**src/rtl/alu_uart_interface_if.sv**
```systemverilog
// Bundle of UART byte-stream and ALU operand/result signals for alu_uart_interface.
// slave is the front-end's view; master is the UART/ALU side.
interface alu_uart_interface_if #(
    parameter int NB_DATA = 8,
    parameter int NB_OP   = 6
);
    logic [NB_DATA-1:0] i_rx_data;
    logic               i_rx_done;
    logic               i_tx_done;
    logic [NB_DATA-1:0] o_tx_data;
    logic               o_tx_start;
    logic [NB_DATA-1:0] o_data_a;
    logic [NB_DATA-1:0] o_data_b;
    logic [NB_OP-1:0]   o_operation_code;
    logic [NB_DATA-1:0] i_alu_result;
    logic               i_alu_overflow;
    logic               i_alu_zero;
    logic               o_busy;

    modport slave (
        input  i_rx_data, i_rx_done, i_tx_done,
        input  i_alu_result, i_alu_overflow, i_alu_zero,
        output o_tx_data, o_tx_start, o_data_a, o_data_b, o_operation_code, o_busy
    );

    modport master (
        output i_rx_data, i_rx_done, i_tx_done,
        output i_alu_result, i_alu_overflow, i_alu_zero,
        input  o_tx_data, o_tx_start, o_data_a, o_data_b, o_operation_code, o_busy
    );
endinterface

```
**src/rtl/alu_uart_interface.sv**
```systemverilog
// Byte-stream front end for the ALU: gathers A, B, opcode from UART RX and returns the result on TX.
// Optional macro ALU_IF_FLAGS_EN appends a second TX byte carrying {0..., overflow, zero}.
module alu_uart_interface #(
    parameter int NB_DATA = 8,
    parameter int NB_OP   = 6
) (
    input  logic                 i_clk,
    input  logic                 i_reset,
    alu_uart_interface_if.slave  bus
);

`ifdef ALU_IF_FLAGS_EN
    typedef enum logic [2:0] {
        ST_WAIT_A   = 3'd0,
        ST_WAIT_B   = 3'd1,
        ST_WAIT_OP  = 3'd2,
        ST_COMPUTE  = 3'd3,
        ST_TX_RES   = 3'd4,
        ST_TX_FLG   = 3'd5
    } state_t;
`else
    typedef enum logic [2:0] {
        ST_WAIT_A   = 3'd0,
        ST_WAIT_B   = 3'd1,
        ST_WAIT_OP  = 3'd2,
        ST_COMPUTE  = 3'd3,
        ST_TX_RES   = 3'd4
    } state_t;
`endif

    state_t             state_q;
    logic [NB_DATA-1:0] data_a_q;
    logic [NB_DATA-1:0] data_b_q;
    logic [NB_OP-1:0]   op_code_q;
    logic [NB_DATA-1:0] tx_data_q;
    logic               tx_start_q;
    logic               busy_q;
`ifdef ALU_IF_FLAGS_EN
    logic               overflow_q;
    logic               zero_q;
`endif

    // Transaction FSM; every output is a register updated alongside the state.
    always_ff @(posedge i_clk) begin
        if (i_reset) begin
            state_q    <= ST_WAIT_A;
            data_a_q   <= {NB_DATA{1'b0}};
            data_b_q   <= {NB_DATA{1'b0}};
            op_code_q  <= {NB_OP{1'b0}};
            tx_data_q  <= {NB_DATA{1'b0}};
            tx_start_q <= 1'b0;
            busy_q     <= 1'b0;
`ifdef ALU_IF_FLAGS_EN
            overflow_q <= 1'b0;
            zero_q     <= 1'b0;
`endif
        end else begin
            tx_start_q <= 1'b0;
            case (state_q)
                ST_WAIT_A: begin
                    if (bus.i_rx_done) begin
                        data_a_q <= bus.i_rx_data;
                        state_q  <= ST_WAIT_B;
                    end
                end
                ST_WAIT_B: begin
                    if (bus.i_rx_done) begin
                        data_b_q <= bus.i_rx_data;
                        state_q  <= ST_WAIT_OP;
                    end
                end
                ST_WAIT_OP: begin
                    if (bus.i_rx_done) begin
                        op_code_q <= bus.i_rx_data[NB_OP-1:0];
                        busy_q    <= 1'b1;
                        state_q   <= ST_COMPUTE;
                    end
                end
                // ALU inputs have been stable for a full cycle here, so its result is settled.
                ST_COMPUTE: begin
                    tx_data_q  <= bus.i_alu_result;
                    tx_start_q <= 1'b1;
`ifdef ALU_IF_FLAGS_EN
                    overflow_q <= bus.i_alu_overflow;
                    zero_q     <= bus.i_alu_zero;
`endif
                    state_q    <= ST_TX_RES;
                end
                ST_TX_RES: begin
                    if (bus.i_tx_done) begin
`ifdef ALU_IF_FLAGS_EN
                        tx_data_q  <= {{(NB_DATA-2){1'b0}}, overflow_q, zero_q};
                        tx_start_q <= 1'b1;
                        state_q    <= ST_TX_FLG;
`else
                        busy_q     <= 1'b0;
                        state_q    <= ST_WAIT_A;
`endif
                    end
                end
`ifdef ALU_IF_FLAGS_EN
                ST_TX_FLG: begin
                    if (bus.i_tx_done) begin
                        busy_q  <= 1'b0;
                        state_q <= ST_WAIT_A;
                    end
                end
`endif
                default: begin
                    busy_q  <= 1'b0;
                    state_q <= ST_WAIT_A;
                end
            endcase
        end
    end

    assign bus.o_data_a         = data_a_q;
    assign bus.o_data_b         = data_b_q;
    assign bus.o_operation_code = op_code_q;
    assign bus.o_tx_data        = tx_data_q;
    assign bus.o_tx_start       = tx_start_q;
    assign bus.o_busy           = busy_q;

endmodule

```
**src/flat_wrapper.sv**
```systemverilog
// flat-port wrapper written by rule: the top's interface ports become plain ports
module alu_uart_interface_flat 
#(
    parameter int NB_DATA = 8,
    parameter int NB_OP   = 6
)
  (i_clk, i_reset, bus_i_rx_data, bus_i_rx_done, bus_i_tx_done, bus_i_alu_result, bus_i_alu_overflow, bus_i_alu_zero, bus_o_tx_data, bus_o_tx_start, bus_o_data_a, bus_o_data_b, bus_o_operation_code, bus_o_busy);
  alu_uart_interface_if #(.NB_DATA(NB_DATA), .NB_OP(NB_OP)) bus_i ();
  input  logic i_clk;
  input  logic i_reset;
  input wire logic [$bits(bus_i.i_rx_data)-1:0] bus_i_rx_data;
  input wire logic [$bits(bus_i.i_rx_done)-1:0] bus_i_rx_done;
  input wire logic [$bits(bus_i.i_tx_done)-1:0] bus_i_tx_done;
  input wire logic [$bits(bus_i.i_alu_result)-1:0] bus_i_alu_result;
  input wire logic [$bits(bus_i.i_alu_overflow)-1:0] bus_i_alu_overflow;
  input wire logic [$bits(bus_i.i_alu_zero)-1:0] bus_i_alu_zero;
  output wire logic [$bits(bus_i.o_tx_data)-1:0] bus_o_tx_data;
  output wire logic [$bits(bus_i.o_tx_start)-1:0] bus_o_tx_start;
  output wire logic [$bits(bus_i.o_data_a)-1:0] bus_o_data_a;
  output wire logic [$bits(bus_i.o_data_b)-1:0] bus_o_data_b;
  output wire logic [$bits(bus_i.o_operation_code)-1:0] bus_o_operation_code;
  output wire logic [$bits(bus_i.o_busy)-1:0] bus_o_busy;
  assign bus_i.i_rx_data = bus_i_rx_data;
  assign bus_i.i_rx_done = bus_i_rx_done;
  assign bus_i.i_tx_done = bus_i_tx_done;
  assign bus_i.i_alu_result = bus_i_alu_result;
  assign bus_i.i_alu_overflow = bus_i_alu_overflow;
  assign bus_i.i_alu_zero = bus_i_alu_zero;
  assign bus_o_tx_data = bus_i.o_tx_data;
  assign bus_o_tx_start = bus_i.o_tx_start;
  assign bus_o_data_a = bus_i.o_data_a;
  assign bus_o_data_b = bus_i.o_data_b;
  assign bus_o_operation_code = bus_i.o_operation_code;
  assign bus_o_busy = bus_i.o_busy;
  alu_uart_interface #(.NB_DATA(NB_DATA), .NB_OP(NB_OP)) u_core (.i_clk(i_clk), .i_reset(i_reset), .bus(bus_i));
endmodule
```
**config.mk**
```make
export PLATFORM = sky130hd
export DESIGN_NAME = alu_uart_interface_flat
export DESIGN_NICKNAME = d
export VERILOG_FILES = /design/src/rtl/alu_uart_interface_if.sv /design/src/rtl/alu_uart_interface.sv /design/src/flat_wrapper.sv
export SDC_FILE = /design/constraint.sdc
export NUM_CORES = 1
export LEC_CHECK = 0
export BUFFER_PORTS_ARGS = -buffer_cell sky130_fd_sc_hd__buf_2
export CORE_ASPECT_RATIO = 0.6
export CORE_MARGIN = 2
export CORE_UTILIZATION = 25
export CTS_CLUSTER_DIAMETER = 120
export DETAILED_ROUTE_END_ITERATION = 10
export HOLD_SLACK_MARGIN = 0.15
export PLACE_DENSITY = 0.46
export RECOVER_POWER = 25
export SLEW_MARGIN = 20
export SYNTH_ARGS = -nofsm -noshare
export SYNTH_HDL_FRONTEND = slang
export SYNTH_SLANG_ARGS = --single-unit
```
**constraint.sdc**
```tcl
create_clock -name i_clk -period 2.54 [get_ports i_clk]
set_clock_uncertainty 0.2 [all_clocks]
set_input_delay 0.508 -clock i_clk [delete_from_list [all_inputs] [get_ports i_clk]]
set_output_delay 0.508 -clock i_clk [all_outputs]
set_load 0.05 [all_outputs]
```
* Word-level counts from Yosys, hierarchy flattened *
Cells that the tools add are included.

storage, ports and cells
  register bits after elaboration = 35
  latch bits = 0
  RAM bits = 0
  memory bits (read-only) = 0
  input bits = 22
  output and inout port bits = 32
  logic and storage cells = 32
  memories kept = 0

operators by class
  add/sub/neg operators = 0
  multipliers = 0
  divide/modulo/power cells = 0
  order comparisons = 0
  equality and inequality tests = 8
  shifts and indexed selects = 0
  multiplexer cells = 9
  bitwise logic cells = 1
  reduce and logical (&&, ||, !) cells = 7

operator list
  operator            count
  $pmux 3 s5          1
  $mux 3              4
  $ne 2x2->1 const B  4
  $eq 3x2->1 const B  2
  $reduce_and 2->1    3
  $reduce_and 4->1    1
  $eq 3x1->1 const B  1
  $eq 3x3->1 const B  1
  $logic_not 3->1     1
  $mux 1              3
  $pmux 1 s3          1
  $reduce_and 3->1    1
  $reduce_or 3->1     1
  $not 1->1           1

* Depth between registers and ports, before layout *
Gate-level depths: netlist of run 1.

  depth after elaboration = 4
  mapped depth = 4
  mapped depth without buffers = 2

* Worst setup path after synthesis of run 1 *
Ideal clock, no wire load.

  kind = register -> register
  start = register u_core.state_q[2]
  end = register u_core.data_a_q[0] (netlist: u_core.bus.o_data_a[0])
  arrival = 1.204 ns
  required time = 2.220 ns
  path slack = 1.016 ns
  stages on the path, launching flop included = 5
  buffers on the path = 2
  cell sequence = dfxtp_1 > buf_6 > or4b_4 > buf_6 > mux2i_1

on the way
  cells in the longest elaborated chain, start to end = 2

RTL lines
  item                        RTL line                  source
  start: declaration          alu_uart_interface.sv:31  state_t state_q;
  start signal: assignment    alu_uart_interface.sv:46  state_q <= ST_WAIT_A;
  start signal: assignment    alu_uart_interface.sv:63  state_q <= ST_WAIT_B;
  start signal: assignment    alu_uart_interface.sv:69  state_q <= ST_WAIT_OP;
  $logic_not 3->1             alu_uart_interface.sv:59  case (state_q)
  $reduce_and 2->1 (no line)  --
  end signal: assignment      alu_uart_interface.sv:47  data_a_q <= {NB_DATA{1'b0}};
  end signal: assignment      alu_uart_interface.sv:62  data_a_q <= bus.i_rx_data;
  end: declaration            alu_uart_interface.sv:32  logic [NB_DATA-1:0] data_a_q;

Every way passes these cells.
A chain may end at the register's enable or synchronous reset.

* Worst setup path after layout of run 1 *
  start = register u_core.op_code_q[1] (netlist: u_core.bus.o_operation_code[1])
  end = output port bus_o_operation_code[1]

RTL lines
  item                      RTL line                  source
  start: declaration        alu_uart_interface.sv:34  logic [NB_OP-1:0] op_code_q;
  start signal: assignment  alu_uart_interface.sv:49  op_code_q <= {NB_OP{1'b0}};
  start signal: assignment  alu_uart_interface.sv:74  op_code_q <= bus.i_rx_data[NB_OP-1:0];
  end: declaration          flat_wrapper.sv:21        output wire logic [$bits(bus_i.o_operation_code)-1:0] bus_o_operation_code;

No word-level cell between the ends.

==> run metrics, run 1 <==
status=complete, no violations; Crit. End Element=output port; number of detailed-route iterations in the first pass=4; max frequency=0.6133 GHz; per-instance average area after synthesis=10.59 µm²; max-slew violation total from the final report=0; total setup violations reported at the end of the flow=0; clock slew at reported path FFs=70 ps; peak per-stage delay on the critical path=360 ps; startpoint types=flip-flop; critical register-to-register path endpoint=u_core.bus.o_operation_code[3]; fin util=33.03%; Vias=1123; max capacitance violation total=0; worst-case register-to-register setup slack=910 ps; time the final worst path needs with I/O delays and setup=1631 ps; Congestion Overflow GR=0; Worst-Margin Slew=654.7 ps; effective utilization at floorplan=26.63%; clock buffer depth=2; Routed Wire Length=3.365 mm; worst setup path category=flip-flop to output port; post-CTS setup buffers=0; detailed router's first-iteration violation count=16; Final Hold Viols=0; worst-path cell chain=buf_2; count of port buffers added during placement=51; RR Startpoint=u_core.state_q[1]; Die Area=6762 µm²; number of antenna cells inserted=0; fraction of the yosys area taken by sequential cells=45.94%; Static Leakage=0.0008460 µW; Cell Rows=21; height of the die=64.50 µm; share of post-route cells with drive strength above 1=30.37%; CTS buffer count=5; Arrival @ worst endpoint=920 ps; overall track demand over capacity in global routing=10.61%; Worst Reg-to-Reg Cells=3; instance count of the mapped netlist=144; final estimated routing congestion in global placement=0.7390; flip-flop and latch count after synthesis=35; number of hold buffers added after cts=0; clock sink count=35; Critical Path Stages=1; core area=5728 µm²; Clk Latency, worst-skew pair=280 ps; required time at the endpoint of the critical path=1830 ps; dominant delay contributor by cell family on the critical path=flip-flops; worst min-delay path category=flip-flop to flip-flop; IR drop worst, VDD=0.1654 mV; CP bufs+invs=1; global-route wire length before repair=5.478 mm; CTS tree=yes; Boundary Pins=54; launch point of the worst path=u_core.bus.o_operation_code[1]; accumulated negative setup slack=0 ps; cts repair resizes=0; area of the mapped netlist=1525 µm²; destination of the critical timing path=bus_o_operation_code[1]; Power per Cell Area=603.1 nW/µm²; Avg WL per Cell=12.42 µm; number of global-route vias before repair=1131; Slew Limit Headroom=56.35%; nets in the synthesized netlist=166; Distinct cells, synth=19; Area Overhead vs Synth=24.04%; maximum number of pins on one net before global-route repair=52; Synth warnings=0; Post-route DRC=0; clock root cell=clkbuf_8; sum of net half-perimeters after detailed placement=2.448 mm; Antenna Violating Nets Remaining=0; Die Width=104.8 µm; critical-path maximum fanout=2; slowest stage cell on the critical path=dfxtp_1; initial antenna violation count=0; per-cell via count in the routed design=4.144; post-route fraction of the period consumed by the critical path=64.20%; RSZ-0062 raised after global routing=false; count of nets after finishing=212; number of H-tree levels=2
## metal layers
metal	share of wire (%)	wire length [µm]	track usage, %
met1	50	1681	13.49
met4	0.92	31	5.500
met5	0	0	0
met2	43	1459	15.58
met3	5.7	192	4.125
## through the flow
step	worst slack, ps	instance area (µm²)	hold WS (ps)	power, µW	cells
final	909.4	1892	269.3	1141	271
after global routing	779.2	1892	273.2	1205	271
after CTS	894.5	1896	268.8	1167	271
after detailed placement	780.4	1814	262.3	773.0	263
after global placement	810.7	1814	257.8	768.5	263
after floorplan	1016	1525	339.6	730.0	144
## cells by family after synthesis
| kind of cell | share of synthesized area [%] |
|---|---|
| simple gates | 27.07 |
| flops | 45.94 |
| mux | 19.69 |
| buf+inv | 4.840 |
| compound gates | 2.461 |
## sequential cells by signal (all words and copies together), names as in the netlist
| name | flops |
|---|---|
| u_core.bus.o_data_a | 8 |
| u_core.bus.o_data_b | 8 |
| u_core.bus.o_tx_data | 8 |
| u_core.bus.o_operation_code | 6 |
| u_core.state_q | 3 |
| u_core.bus.o_busy | 1 |
| u_core.bus.o_tx_start | 1 |
## layout by cell type (no fill, tap or decap)
cell type and instances:
a2111oi_0 1, and3b_1 1, a21oi_1 1, and4bb_1 1, dfxtp_1 35, clkinv_2 1, nand3b_1 2, or3b_1 1
o31a_1 1, nor4bb_1 1, a211oi_1 2, nand2b_1 48, or4b_4 1, nor2_1 3, clkbuf_1 3, nand4bb_1 2
clkbuf_8 5, buf_2 51, or4b_1 1, mux2i_1 30
## synthesized netlist by cell type (all sizes together)
cell | n | area, µm²
nor4bb | 1 | 10.01
nand2b | 48 | 300.3
nor2 | 3 | 11.26
clkbuf | 8 | 30.03
mux2i | 30 | 300.3
or3b | 1 | 8.760
a2111oi | 1 | 8.760
a211oi | 2 | 15.01
o31a | 1 | 8.760
buf | 5 | 43.79
and3b | 1 | 8.760
and4bb | 1 | 12.51
or4b | 2 | 23.77
dfxtp | 35 | 700.7
nand4bb | 2 | 22.52
nand3b | 2 | 15.01
a21oi | 1 | 5.000
## power by group
| group | leakage [µW] | internal, µW | switching (µW) |
|---|---|---|---|
| Sequential | 0.000284 | 569 | 15.4 |
| Clock | 0.0000422 | 192 | 190 |
| Combinational | 0.000519 | 61.0 | 113 |
| Total | 0.000846 | 823 | 318 |
## worst min path at each step
stage / start / end / slack [ps] / depth (start not counted)
after floorplan: u_core.state_q[2] / u_core.state_q[0] / 340 / 2
after global placement: u_core.bus.o_tx_data[2] / u_core.bus.o_tx_data[2] / 260 / 2
after detailed placement: u_core.bus.o_tx_data[0] / u_core.bus.o_tx_data[0] / 260 / 2
after CTS: bus_i_alu_result[2] / u_core.bus.o_tx_data[2] / 270 / 3
after global routing: bus_i_alu_result[6] / u_core.bus.o_tx_data[6] / 270 / 3
final: u_core.bus.o_data_b[6] / u_core.bus.o_data_b[6] / 270 / 2
## area by class of cell
class                   count  area (µm²)
clock buffers               7       76.32
repair buffers             52       259.0
flip-flops and latches     35       700.7
multi-input cells          96       750.7
clock inverters             1       5.005
fillers                   605        3836
well taps                  80       100.1
No activity file was read; power rests on OpenSTA's default activity.
==> inputs of run 2 (changes only) <==
--- a/config.mk
+++ b/config.mk
@@ -12,7 +12,7 @@
 export CTS_CLUSTER_DIAMETER = 120
 export DETAILED_ROUTE_END_ITERATION = 10
 export HOLD_SLACK_MARGIN = 0.15
-export PLACE_DENSITY = 0.46
+export PLACE_DENSITY = 0.47
 export RECOVER_POWER = 25
 export SLEW_MARGIN = 20
 export SYNTH_ARGS = -nofsm -noshare
==> constraint.sdc (replaced) <==
create_clock -name i_clk -period 1.5 [get_ports i_clk]
set_clock_uncertainty 0.2 [all_clocks]
set_input_delay 0.3 -clock i_clk [delete_from_list [all_inputs] [get_ports i_clk]]
set_output_delay 0.3 -clock i_clk [all_outputs]
set_load 0.05 [all_outputs]
==> run 2 against run 1 <==
  * Routed wire length rose by 5.4%
  * Sequential power grew 68%
  * Critical path depth grew 2
  * Clock power rose to 2.6 times the previous value
  * Flip-flop and latch count unchanged
  * Critical path type is now flip-flop to flip-flop
==> run metrics, run 2 (same netlist as run 1, synthesis figures left out) <==
max capacitance violation total=0; number of antenna cells inserted=0; CTS tree=yes; number of detailed-route iterations in the first pass=4; Congestion Overflow GR=0; Arrival @ worst endpoint=1450 ps; worst min-delay path category=input port to flip-flop; global-route wire length before repair=5.865 mm; maximum number of pins on one net before global-route repair=25; Power per Cell Area=1075 nW/µm²; number of global-route vias before repair=1207; CTS buffer count=5; worst setup path category=flip-flop to flip-flop; Clk Latency, worst-skew pair=280 ps; worst-case register-to-register setup slack=60 ps; Area Overhead vs Synth=42.66%; post-route fraction of the period consumed by the critical path=95.99%; Slew Limit Headroom=74.42%; clock buffer depth=2; Total Power=2338 µW; core area=5728 µm²; Vias=1175; per-cell via count in the routed design=4.010; Routed Wire Length=3.547 mm; end point of the worst hold path=u_core.state_q[2]; required time at the endpoint of the critical path=1510 ps; IR drop worst, VDD=0.3565 mV; worst min-delay path startpoint=bus_i_tx_done; Boundary Pins=54; initial antenna violation count=0; area after detailed placement=1896 µm²; critical-path maximum fanout=11; Avg WL per Cell=12.11 µm; overall track demand over capacity in global routing=10.96%; fin util=37.99%; max-slew violation total from the final report=0; Worst-Margin Slew=383.8 ps; Static Leakage=0.0009722 µW; Post-route DRC=0; sum of net half-perimeters after detailed placement=2.460 mm; critical register-to-register path endpoint=u_core.state_q[2]; RR Startpoint=u_core.state_q[1]; Worst Reg-to-Reg Cells=3; Die Width=104.8 µm; Design Area, Final=2176 µm²; clock root cell=clkbuf_8; Crit. End Element=flip-flop; Min-Delay Path Depth=3; total setup violations reported at the end of the flow=0; detailed router's first-iteration violation count=20; count of nets after finishing=234; height of the die=64.50 µm; clock sink count=35; count of port buffers added during placement=51; most common cell after layout, fill and taps aside=nand2b_1; Final Hold Viols=0; Antenna Violating Nets Remaining=0; number of H-tree levels=2; count of placed standard cells in the final layout, fillers left out=293; number of hold buffers added after cts=12; max frequency=0.6945 GHz; commonest non-fill, non-tap cells in the layout=nand2b_1, buf_2, dfxtp_1; placed cell count=272; status=complete, no violations; Die Area=6762 µm²; effective utilization at floorplan=26.63%; clock slew at reported path FFs=70 ps; share of post-route cells with drive strength above 1=36.62%; final estimated routing congestion in global placement=0.6604; Cell Rows=21; startpoint types=flip-flop; time the final worst path needs with I/O delays and setup=1440 ps
run 2: worst max-delay path: stages (launching register included):
cell,delay (ps)
dfxtp_2,340
buf_4,160
or4b_4,530
a21oi_2,130
run 2: metrics by stage:
stage / hold slack (ps) / TNS (ps) / worst slack, ps
6_report: 103.3 / 0 / 60.12
3_3_place_gp: 259.4 / 0 / 23.68
3_5_place_dp: 258.2 / 0 / 15.97
4_1_cts: 100.5 / 0 / 37.24
5_1_grt: 103.1 / -40.92 / -19.77
2_1_floorplan: 255.3 / -182.9 / -22.87
run 2: routing by layer:
layer  wire, µm  part of all wire (%)  vias to the layer above  track usage [%]
li1           -                     -                      612                -
met1       1847                    52                      532            14.72
met2       1490                    42                       27            16.40
met3        159                   4.5                        4            3.622
met4         50                   1.4                        0            4.000
met5          0                     0                        -                0
run 2: layout make-up:
class | instances | area (µm²)
clock buffer | 5 | 68.82
clock inverter | 3 | 67.56
fill | 592 | 3552
multi-input combinational | 96 | 764.5
sequential | 35 | 706.9
tap | 80 | 100.1
timing repair buffer | 74 | 467.9
run 2: how the worst max path moves through the flow:
| stage | endpoint | slack, ps | depth (start not counted) | start |
|---|---|---|---|---|
| 3_5_place_dp | u_core.bus.o_data_a[6] | 20 | 2 | u_core.state_q[0] |
| 2_1_floorplan | u_core.bus.o_data_a[0] | -20 | 4 | u_core.state_q[2] |
| 6_report | u_core.state_q[2] | 60 | 3 | u_core.state_q[1] |
| 5_1_grt | u_core.bus.o_operation_code[1] | -20 | 4 | u_core.state_q[2] |
| 3_3_place_gp | u_core.state_q[2] | 20 | 3 | u_core.state_q[0] |
| 4_1_cts | u_core.state_q[2] | 40 | 3 | u_core.state_q[1] |
run 2: report_power, final:
group | switching (µW) | internal (µW) | total (µW) | leakage (µW)
registers | 21.0 | 964 | 985 | 0.000286
clock network | 343 | 663 | 1010 | 0.0000644
logic | 207 | 141 | 347 | 0.000622
run 2: timing repair:
action,4_1_cts,5_1_grt
pin swaps,0,1
endpoints found under the hold margin,17,2
endpoints found under the setup margin,1,7
resized for setup,1,5
setup buffers,0,1
